<file path="src/rtl/cu_pkg.sv">
`default_nettype none
// ============================================================================
// Module      : cu_pkg
// Description : Shared control-unit constants, state type and decode helpers.
// Revision    : 1.0 - initial release
// ============================================================================
package cu_pkg;

    localparam logic [7:0] R8_B = 8'h01;
    localparam logic [7:0] R8_C = 8'h02;
    localparam logic [7:0] R8_D = 8'h04;
    localparam logic [7:0] R8_E = 8'h08;
    localparam logic [7:0] R8_H = 8'h10;
    localparam logic [7:0] R8_L = 8'h20;
    localparam logic [7:0] R8_Z = 8'h40;
    localparam logic [7:0] R8_W = 8'h80;

    localparam logic [5:0] R16_BC = 6'h01;
    localparam logic [5:0] R16_DE = 6'h02;
    localparam logic [5:0] R16_HL = 6'h04;
    localparam logic [5:0] R16_SP = 6'h08;
    localparam logic [5:0] R16_PC = 6'h10;
    localparam logic [5:0] R16_WZ = 6'h20;

    localparam logic [1:0] INC_NONE  = 2'b00;
    localparam logic [1:0] INC_UP    = 2'b01;
    localparam logic [1:0] INC_DOWN  = 2'b10;
    localparam logic [1:0] BYTE_NONE = 2'b00;
    localparam logic [1:0] BYTE_LO   = 2'b01;
    localparam logic [1:0] BYTE_HI   = 2'b10;

    localparam logic [1:0] CC_NZ = 2'd0;
    localparam logic [1:0] CC_Z  = 2'd1;
    localparam logic [1:0] CC_NC = 2'd2;
    localparam logic [1:0] CC_C  = 2'd3;

    typedef enum logic [1:0] {
        ST_IDLE  = 2'd0,
        ST_EXEC  = 2'd1,
        ST_FETCH = 2'd2
    } seq_state_t;

    // Instruction length in M-cycles, trailing fetch included.
    function automatic logic [2:0] instr_len(input logic [5:0] yz, input logic taken);
        logic [2:0] y;
        logic [2:0] z;
        y = yz[5:3];
        z = yz[2:0];
        instr_len = 3'd1;
        if (z == 3'd0) begin
            if (y == 3'd1)
                instr_len = 3'd5;
            else if (y == 3'd3)
                instr_len = 3'd3;
            else if (y[2])
                instr_len = taken ? 3'd3 : 3'd2;
        end else if (z == 3'd1 && !y[0]) begin
            instr_len = 3'd3;
        end
    endfunction

    function automatic logic cond_true(input logic [1:0] cc, input logic flag_z, input logic flag_c);
        case (cc)
            CC_NZ:   cond_true = !flag_z;
            CC_Z:    cond_true = flag_z;
            CC_NC:   cond_true = !flag_c;
            default: cond_true = flag_c;
        endcase
    endfunction

    // Byte target of a register pair; SP is staged through W:Z.
    function automatic logic [7:0] rp_byte(input logic [1:0] p, input logic hi);
        case (p)
            2'd0:    rp_byte = hi ? R8_B : R8_C;
            2'd1:    rp_byte = hi ? R8_D : R8_E;
            2'd2:    rp_byte = hi ? R8_H : R8_L;
            default: rp_byte = hi ? R8_W : R8_Z;
        endcase
    endfunction

endpackage
`default_nettype wire

</file>
<file path="src/rtl/x0_step_counter.sv">
`default_nettype none
// ============================================================================
// Module      : x0_step_counter
// Description : T-step / M-cycle counter with wait freeze and restart.
// Revision    : 1.0 - initial release
// ============================================================================
module x0_step_counter #(
    parameter int STEPS_PER_M = 4,
    parameter int CNT_W       = 3,
    localparam int T_W        = $clog2(STEPS_PER_M)
) (
    input  logic             clk,
    input  logic             rst,
    input  logic             i_clear,
    input  logic             i_wait,
    input  logic             i_enable,
    output logic [CNT_W-1:0] o_m_cycle,
    output logic [T_W-1:0]   o_t_step,
    output logic             o_last_step
);

    assign o_last_step = (o_t_step == T_W'(STEPS_PER_M - 1));

    // Restart outranks the wait freeze so an accepted opcode always begins at m0/t0.
    always_ff @(posedge clk or posedge rst) begin
        if (rst) begin
            o_m_cycle <= '0;
            o_t_step  <= '0;
        end else if (i_clear) begin
            o_m_cycle <= '0;
            o_t_step  <= '0;
        end else if (i_enable && !i_wait) begin
            if (o_last_step) begin
                o_t_step  <= '0;
                o_m_cycle <= o_m_cycle + 1'b1;
            end else begin
                o_t_step  <= o_t_step + 1'b1;
            end
        end
    end

endmodule
`default_nettype wire

</file>
<file path="src/rtl/x0_microcode_sequencer.sv">
`default_nettype none
// ============================================================================
// Module      : x0_microcode_sequencer
// Description : Sequential X=0 opcode-group microcode sequencer.
// Revision    : 1.0 - initial release
// ============================================================================
module x0_microcode_sequencer
    import cu_pkg::*;
#(
    parameter int STEPS_PER_M = 4,
    parameter int ISSUE_STEP  = 1,
    parameter int CNT_W       = 3,
    localparam int T_W        = $clog2(STEPS_PER_M)
) (
    input  logic             i_Clk,
    input  logic             i_Reset,
    input  logic             i_Start,
    input  logic [7:0]       i_Opcode,
    input  logic [3:0]       i_Conditions,
    input  logic             i_Wait,
    output logic             o_Busy,
    output logic [CNT_W-1:0] o_M_Cycle,
    output logic [T_W-1:0]   o_T_Step,
    output logic             o_Fetch,
    output logic [7:0]       o_Write8,
    output logic [5:0]       o_Read16,
    output logic [5:0]       o_Write16,
    output logic             o_Bus_In,
    output logic             o_Bus_Out,
    output logic             o_Address_Out,
    output logic [1:0]       o_Increment16,
    output logic [1:0]       o_Bus16_Byte_To_Bus,
    output logic             o_Pc_Add_Z
);

    // Two-strobe store steps; pulled back one step when ISSUE_STEP is the last step.
    localparam int c_S1 = (ISSUE_STEP == STEPS_PER_M - 1) ? STEPS_PER_M - 2 : ISSUE_STEP;
    localparam int c_S2 = c_S1 + 1;

    seq_state_t       r_state;
    logic [5:0]       r_op;
    logic             r_taken;
    logic [CNT_W-1:0] w_m;
    logic [T_W-1:0]   w_t;
    logic             w_last, w_issue, w_accept, w_fetch_done, w_clear;
    logic             w_cc_true, w_taken_now, w_m0;
    logic [2:0]       w_len, w_new_len, w_y, w_z;
    logic             w_imm;
    logic [7:0]       w_dst;
    logic             w_unused_nh;

    // N and H have no consumer in this opcode group.
    assign w_unused_nh = ^i_Conditions[2:1];

    x0_step_counter #(
        .STEPS_PER_M (STEPS_PER_M),
        .CNT_W       (CNT_W)
    ) u_step_counter (
        .clk         (i_Clk),
        .rst         (i_Reset),
        .i_clear     (w_clear),
        .i_wait      (i_Wait),
        .i_enable    (r_state != ST_IDLE),
        .o_m_cycle   (w_m),
        .o_t_step    (w_t),
        .o_last_step (w_last)
    );

    assign w_y          = r_op[5:3];
    assign w_z          = r_op[2:0];
    assign w_m0         = (w_m == '0);
    assign w_issue      = (w_t == T_W'(ISSUE_STEP));
    assign w_fetch_done = (r_state == ST_FETCH) && w_last && !i_Wait;
    assign w_accept     = i_Start && (i_Opcode[7:6] == 2'b00) &&
                          ((r_state == ST_IDLE) || w_fetch_done);
    assign w_clear      = w_accept || w_fetch_done;
    assign w_cc_true    = cond_true(w_y[1:0], i_Conditions[3], i_Conditions[0]);
    assign w_taken_now  = (w_m0 && w_issue) ? w_cc_true : r_taken;
    assign w_len        = instr_len(r_op, w_taken_now);
    assign w_new_len    = instr_len(i_Opcode[5:0], 1'b1);

    assign o_Busy    = (r_state != ST_IDLE);
    assign o_M_Cycle = w_m;
    assign o_T_Step  = w_t;

    always_ff @(posedge i_Clk or posedge i_Reset) begin
        if (i_Reset) begin
            r_state <= ST_IDLE;
            r_op    <= '0;
            r_taken <= 1'b0;
        end else begin
            if (r_state == ST_EXEC && w_m0 && w_issue)
                r_taken <= w_cc_true;
            if (w_accept) begin
                r_op    <= i_Opcode[5:0];
                r_state <= (w_new_len == 3'd1) ? ST_FETCH : ST_EXEC;
            end else begin
                unique case (r_state)
                    ST_EXEC: begin
                        if (w_last && !i_Wait && (w_m == CNT_W'(w_len) - CNT_W'(2)))
                            r_state <= ST_FETCH;
                    end
                    ST_FETCH: begin
                        if (w_fetch_done)
                            r_state <= ST_IDLE;
                    end
                    default: r_state <= r_state;
                endcase
            end
        end
    end

    // Microprogram ROM, decoded from the latched opcode and current step.
    always_comb begin
        o_Fetch             = 1'b0;
        o_Write8            = '0;
        o_Read16            = '0;
        o_Write16           = '0;
        o_Bus_In            = 1'b0;
        o_Bus_Out           = 1'b0;
        o_Address_Out       = 1'b0;
        o_Increment16       = INC_NONE;
        o_Bus16_Byte_To_Bus = BYTE_NONE;
        o_Pc_Add_Z          = 1'b0;
        w_imm               = 1'b0;
        w_dst               = '0;
        if (r_state == ST_FETCH) begin
            o_Fetch = w_issue;
        end else if (r_state == ST_EXEC) begin
            if (w_z == 3'd0 && w_y == 3'd1) begin
                if (w_m < CNT_W'(2)) begin
                    w_imm = w_issue;
                    w_dst = w_m0 ? R8_Z : R8_W;
                end else if (w_t == T_W'(c_S1)) begin
                    o_Read16      = R16_WZ;
                    o_Address_Out = 1'b1;
                    o_Increment16 = INC_UP;
                end else if (w_t == T_W'(c_S2)) begin
                    o_Read16            = R16_SP;
                    o_Bus_Out           = 1'b1;
                    o_Bus16_Byte_To_Bus = (w_m == CNT_W'(2)) ? BYTE_LO : BYTE_HI;
                end
            end else if (w_z == 3'd0 && w_y >= 3'd3) begin
                if (w_m0) begin
                    w_imm = w_issue;
                    w_dst = R8_Z;
                end else begin
                    o_Pc_Add_Z = w_issue;
                end
            end else if (w_z == 3'd1 && !w_y[0]) begin
                w_imm = w_issue;
                w_dst = rp_byte(w_y[2:1], !w_m0);
                if (!w_m0 && w_y[2:1] == 2'd3 && w_issue) begin
                    o_Write16 = R16_SP;
                    o_Read16  = R16_WZ;
                end
            end
            if (w_imm) begin
                o_Read16      = o_Read16 | R16_PC;
                o_Address_Out = 1'b1;
                o_Bus_In      = 1'b1;
                o_Write8      = w_dst;
                o_Increment16 = INC_UP;
            end
        end
    end

endmodule
`default_nettype wire

</file>
<file path="config.mk">
export PLATFORM = sky130hd
export DESIGN_NAME = x0_microcode_sequencer
export DESIGN_NICKNAME = d
export VERILOG_FILES = /design/src/rtl/cu_pkg.sv /design/src/rtl/x0_step_counter.sv /design/src/rtl/x0_microcode_sequencer.sv
export SDC_FILE = /design/constraint.sdc
export NUM_CORES = 1
export LEC_CHECK = 0
export ABC_AREA = 0
export CORE_ASPECT_RATIO = 0.7
export CORE_MARGIN = 2
export CORE_UTILIZATION = 42
export CTS_CLUSTER_SIZE = 16
export DETAILED_ROUTE_END_ITERATION = 6
export GPL_ROUTABILITY_DRIVEN = 0
export PLACE_DENSITY = 0.81
export SKIP_CTS_REPAIR_TIMING = 1
export SLEW_MARGIN = 20
export SYNTH_ARGS = -nofsm -noshare
export SYNTH_HDL_FRONTEND = slang
export SYNTH_SLANG_ARGS = --single-unit
</file>
<file path="constraint.sdc">
create_clock -name i_Clk -period 2.4 [get_ports i_Clk]
set_input_delay 0.24 -clock i_Clk [delete_from_list [all_inputs] [get_ports i_Clk]]
set_output_delay 0.24 -clock i_Clk [all_outputs]
set_load 0.1 [all_outputs]
</file>
==> summary.txt <==
Clock network
  • Root Driver: clkbuf_8
  • CTS Buf Count: 3
  • CTS tree: yes
  • Clk slew on worst S/H paths: about 0.06 ns
  • CTS max path bufs: 2
  • H-tree levels: 1
  • Clk_lat worst skew: about 0.24 ns
  • Clk sinks: 14

Timing
  • RSZ-0062 raised after global routing: yes
  • Max-slew violation count: 0
  • Period utilisation layout: 1.00
  • Maximum clock frequency: approximately 410 MHz
  • Final Hold Violating Endpoints: 0
  • Worst slew pin tran: roughly 0.59 ns
  • Hold_ws: roughly 0.33 ns
  • Final Skew: ~0.0073 ns
  • Setup Viol. Count Final: 1
  • Final setup margin: -0.0116 ns
  • Slew HR: 0.600
  • Tmin final: between 2 and 2.5 ns

Run
  • Max-cap violations: 0

Pwr
  • Power, Total: approximately 0.0022 W
  • Pwr dens: between 1000 and 1500 mW/mm^2
  • VDD IR max: 1.04 mV
  • LEAKAGE: about 0.83 nW

Synth
  • Top post-synthesis cells by area: dfrtp_1, buf_4, ha_1
  • Compound-Gate Fraction of Synth Area: 0.205
  • Number of flops mapped to enable cells by yosys: 0
  • Synth Area in Adders: 0.0626
  • Register area share after synthesis: 0.292
  • Synthesized area: between 0.001 and 0.0015 sq mm
  • Largest family of logic cells by synthesized area: simple AND/OR/NAND/NOR gates
  • Synthesized area per cell: a little over 8 sq um
  • Yosys reg bits: 14
  • Post-synth ARST share: 1.00
  • Total of warnings raised by yosys: 0
  • Syn Inst Count: ~150
  • Proportion of synthesized area in mux cells: 0.0459
  • Post-synthesis xor/xnor area fraction: 0.0292
  • Synth area leader: dfrtp_1
  • Yosys cell types: 40
  • Post-synthesis simple-gate area fraction: 0.243
  • Top-area cell type share of the netlist area: 0.292
  • Top FF cell, synth: dfrtp_1

GRT
  • GR Util All Layers: 0.212
  • Vias in the first global route: between 1000 and 1500
  • Pin count of the biggest net entering global routing: 15
  • Initial antenna violation count: 0
  • First-pass GRT wire length: around 5.4 mm
  • Remaining global-route overflow: 0

Routing
  • DR vias: approximately 1200
  • Iter 0 DRT Violations: 35
  • Max layer used: met3
  • DR pass1 iterations: 4
  • Met2 routed WL: around 1.6 mm
  • WL per Instance: between 10 and 15 microns
  • Met3 routed WL: about 180 microns
  • Vias per cell: ~5.4
  • DR DRC count: 0
  • Met1 Wirelength: about 1.4 mm
  • Final wirelength: 3.25 mm
  • ANT nets after route: 0

Critical path
  • R2R depth: 8
  • Kind of critical path: reg2out
  • Critical Path Sink Type: primary output
  • Worst Path Required: around 2.2 ns
  • Worst R2R End: r_state[0]$_DFFE_PP0P_
  • Reg2Reg Setup Slack: ~0.37 ns
  • Crit-path max FO: 5
  • WP data arrival: ~2.2 ns
  • R2r startpoint: u_step_counter.o_t_step[1]$_DFFE_PP0P_
  • CP startpoint kind: flip-flop

Placed design
  • I/O Buffers: 39
  • Place WS: 0.168 ns
  • Area after DPL: 0.00206 sq mm
  • Final HPWL DP: 2.64 mm

Layout
  • FF+latch area: ~370 sq um
  • Inserted Diodes: 0
  • Commonest non-fill, non-tap cells in the layout: buf_12, buf_4, nand2_1
  • FILL cells: 179
  • Post-route cell area: approximately 0.0021 sq mm
  • Commonest non-fill, non-tap cell in the layout: buf_12
  • Fraction of layout instances using a drive strength above 1: 0.407
  • P&R area growth vs syn: 78.7%
  • Final core occ: 0.775
  • Multi-input logic area: ~960 sq um
  • Post-layout net count: ~220

Floorplanning
  • Die Wd: around 68 microns
  • # IOs: roughly 50
  • Die height: between 40 and 50 microns
  • Core area: around 0.0028 sq mm
  • Initial Util: 0.434
  • Die area: 0.00330 sq mm
  • FP Rows: 16

Status
  • Violated checks: setup timing
  • Status: complete, but fails checks

Min path
  • Worst min path class: in2async
-- cells in the mapped netlist, types with 2 or more instances --
master and count:
a2111oi_0 2, a211o_1 2, a21oi_1 10, a22o_1 3, a31oi_1 2, and3b_1 2, buf_4 12, clkbuf_1 3
dfrtp_1 14, ha_1 6, inv_1 11, mux2_2 4, nand2_1 16, nand2b_1 3, nand3_1 2, nor2_1 11
nor2b_1 5, nor3_1 4, nor3b_1 2, nor4_1 3, o21ai_0 7, o22ai_1 2, xnor2_1 4
-- worst max-delay path by stage --
stage	startpoint	slack (ns)	cells past startpoint	to
detailed placement	r_op[2]$_DFFE_PP0P_	0.17	6	o_Read16[4]
global route	r_op[2]$_DFFE_PP0P_	-0.09	6	o_Bus16_Byte_To_Bus[0]
global placement	r_op[2]$_DFFE_PP0P_	0.23	6	o_Bus_In
finish	r_op[2]$_DFFE_PP0P_	-0.01	6	o_Bus16_Byte_To_Bus[0]
CTS	r_op[2]$_DFFE_PP0P_	-0.1	6	o_Read16[4]
floorplan	u_step_counter.o_m_cycle[0]$_DFFE_PP0P_	-0.68	7	o_Write8[6]
-- power breakdown --
part	leakage, nW	internal [W]	switching [W]
clock	0.0288	0.000145	0.0000861
sequential	0.167	0.000354	0.000184
combinational	0.638	0.000478	0.000935
-- worst max-delay path: stages, from the launching register on --
cell	delay (ns)
dfrtp_2	0.44
or4b_4	0.58
nor3_4	0.17
o2111a_2	0.26
nand2b_4	0.08
nor3b_4	0.21
buf_12	0.20
-- layer usage --
layer / global-route usage / vias up
li1: - / 599
met1: 0.298 / 590
met2: 0.356 / 46
met3: 0.0349 / 0
met4: 0.0167 / 0
met5: 0 / -
-- cells by family (layout without fill, tap and decap cells) --
logic type	Yosys count	after routing
AOI/OAI and AO/OA	36	36
muxes	5	5
adders and majority gates	6	6
and+or+nand+nor	55	55
buffers and inverters	26	65
other	1	9
DFF	14	14
xor gates and xnor gates	4	4
-- cell type report --
type	count	share of cell area
timing repair buffer	50	0.307
sequential	14	0.173
clock buffer	4	0.0257
multi-input combinational	115	0.450
tap	36	0.0210
inverter	11	0.0234
-- registers in the layout, indices dropped and copies added (netlist names) --
name / count
r_state: 2
r_taken: 1
u_step_counter.o_m_cycle: 3
u_step_counter.o_t_step: 2
r_op: 6
-- through the flow --
stage,TNS (ns),cells
finish,-0.0116,230
global route,-0.267,230
CTS,-0.280,226
detailed placement,0,222
global placement,0,222
floorplan,-3.02,155
No activity file was read; power rests on OpenSTA's default activity.
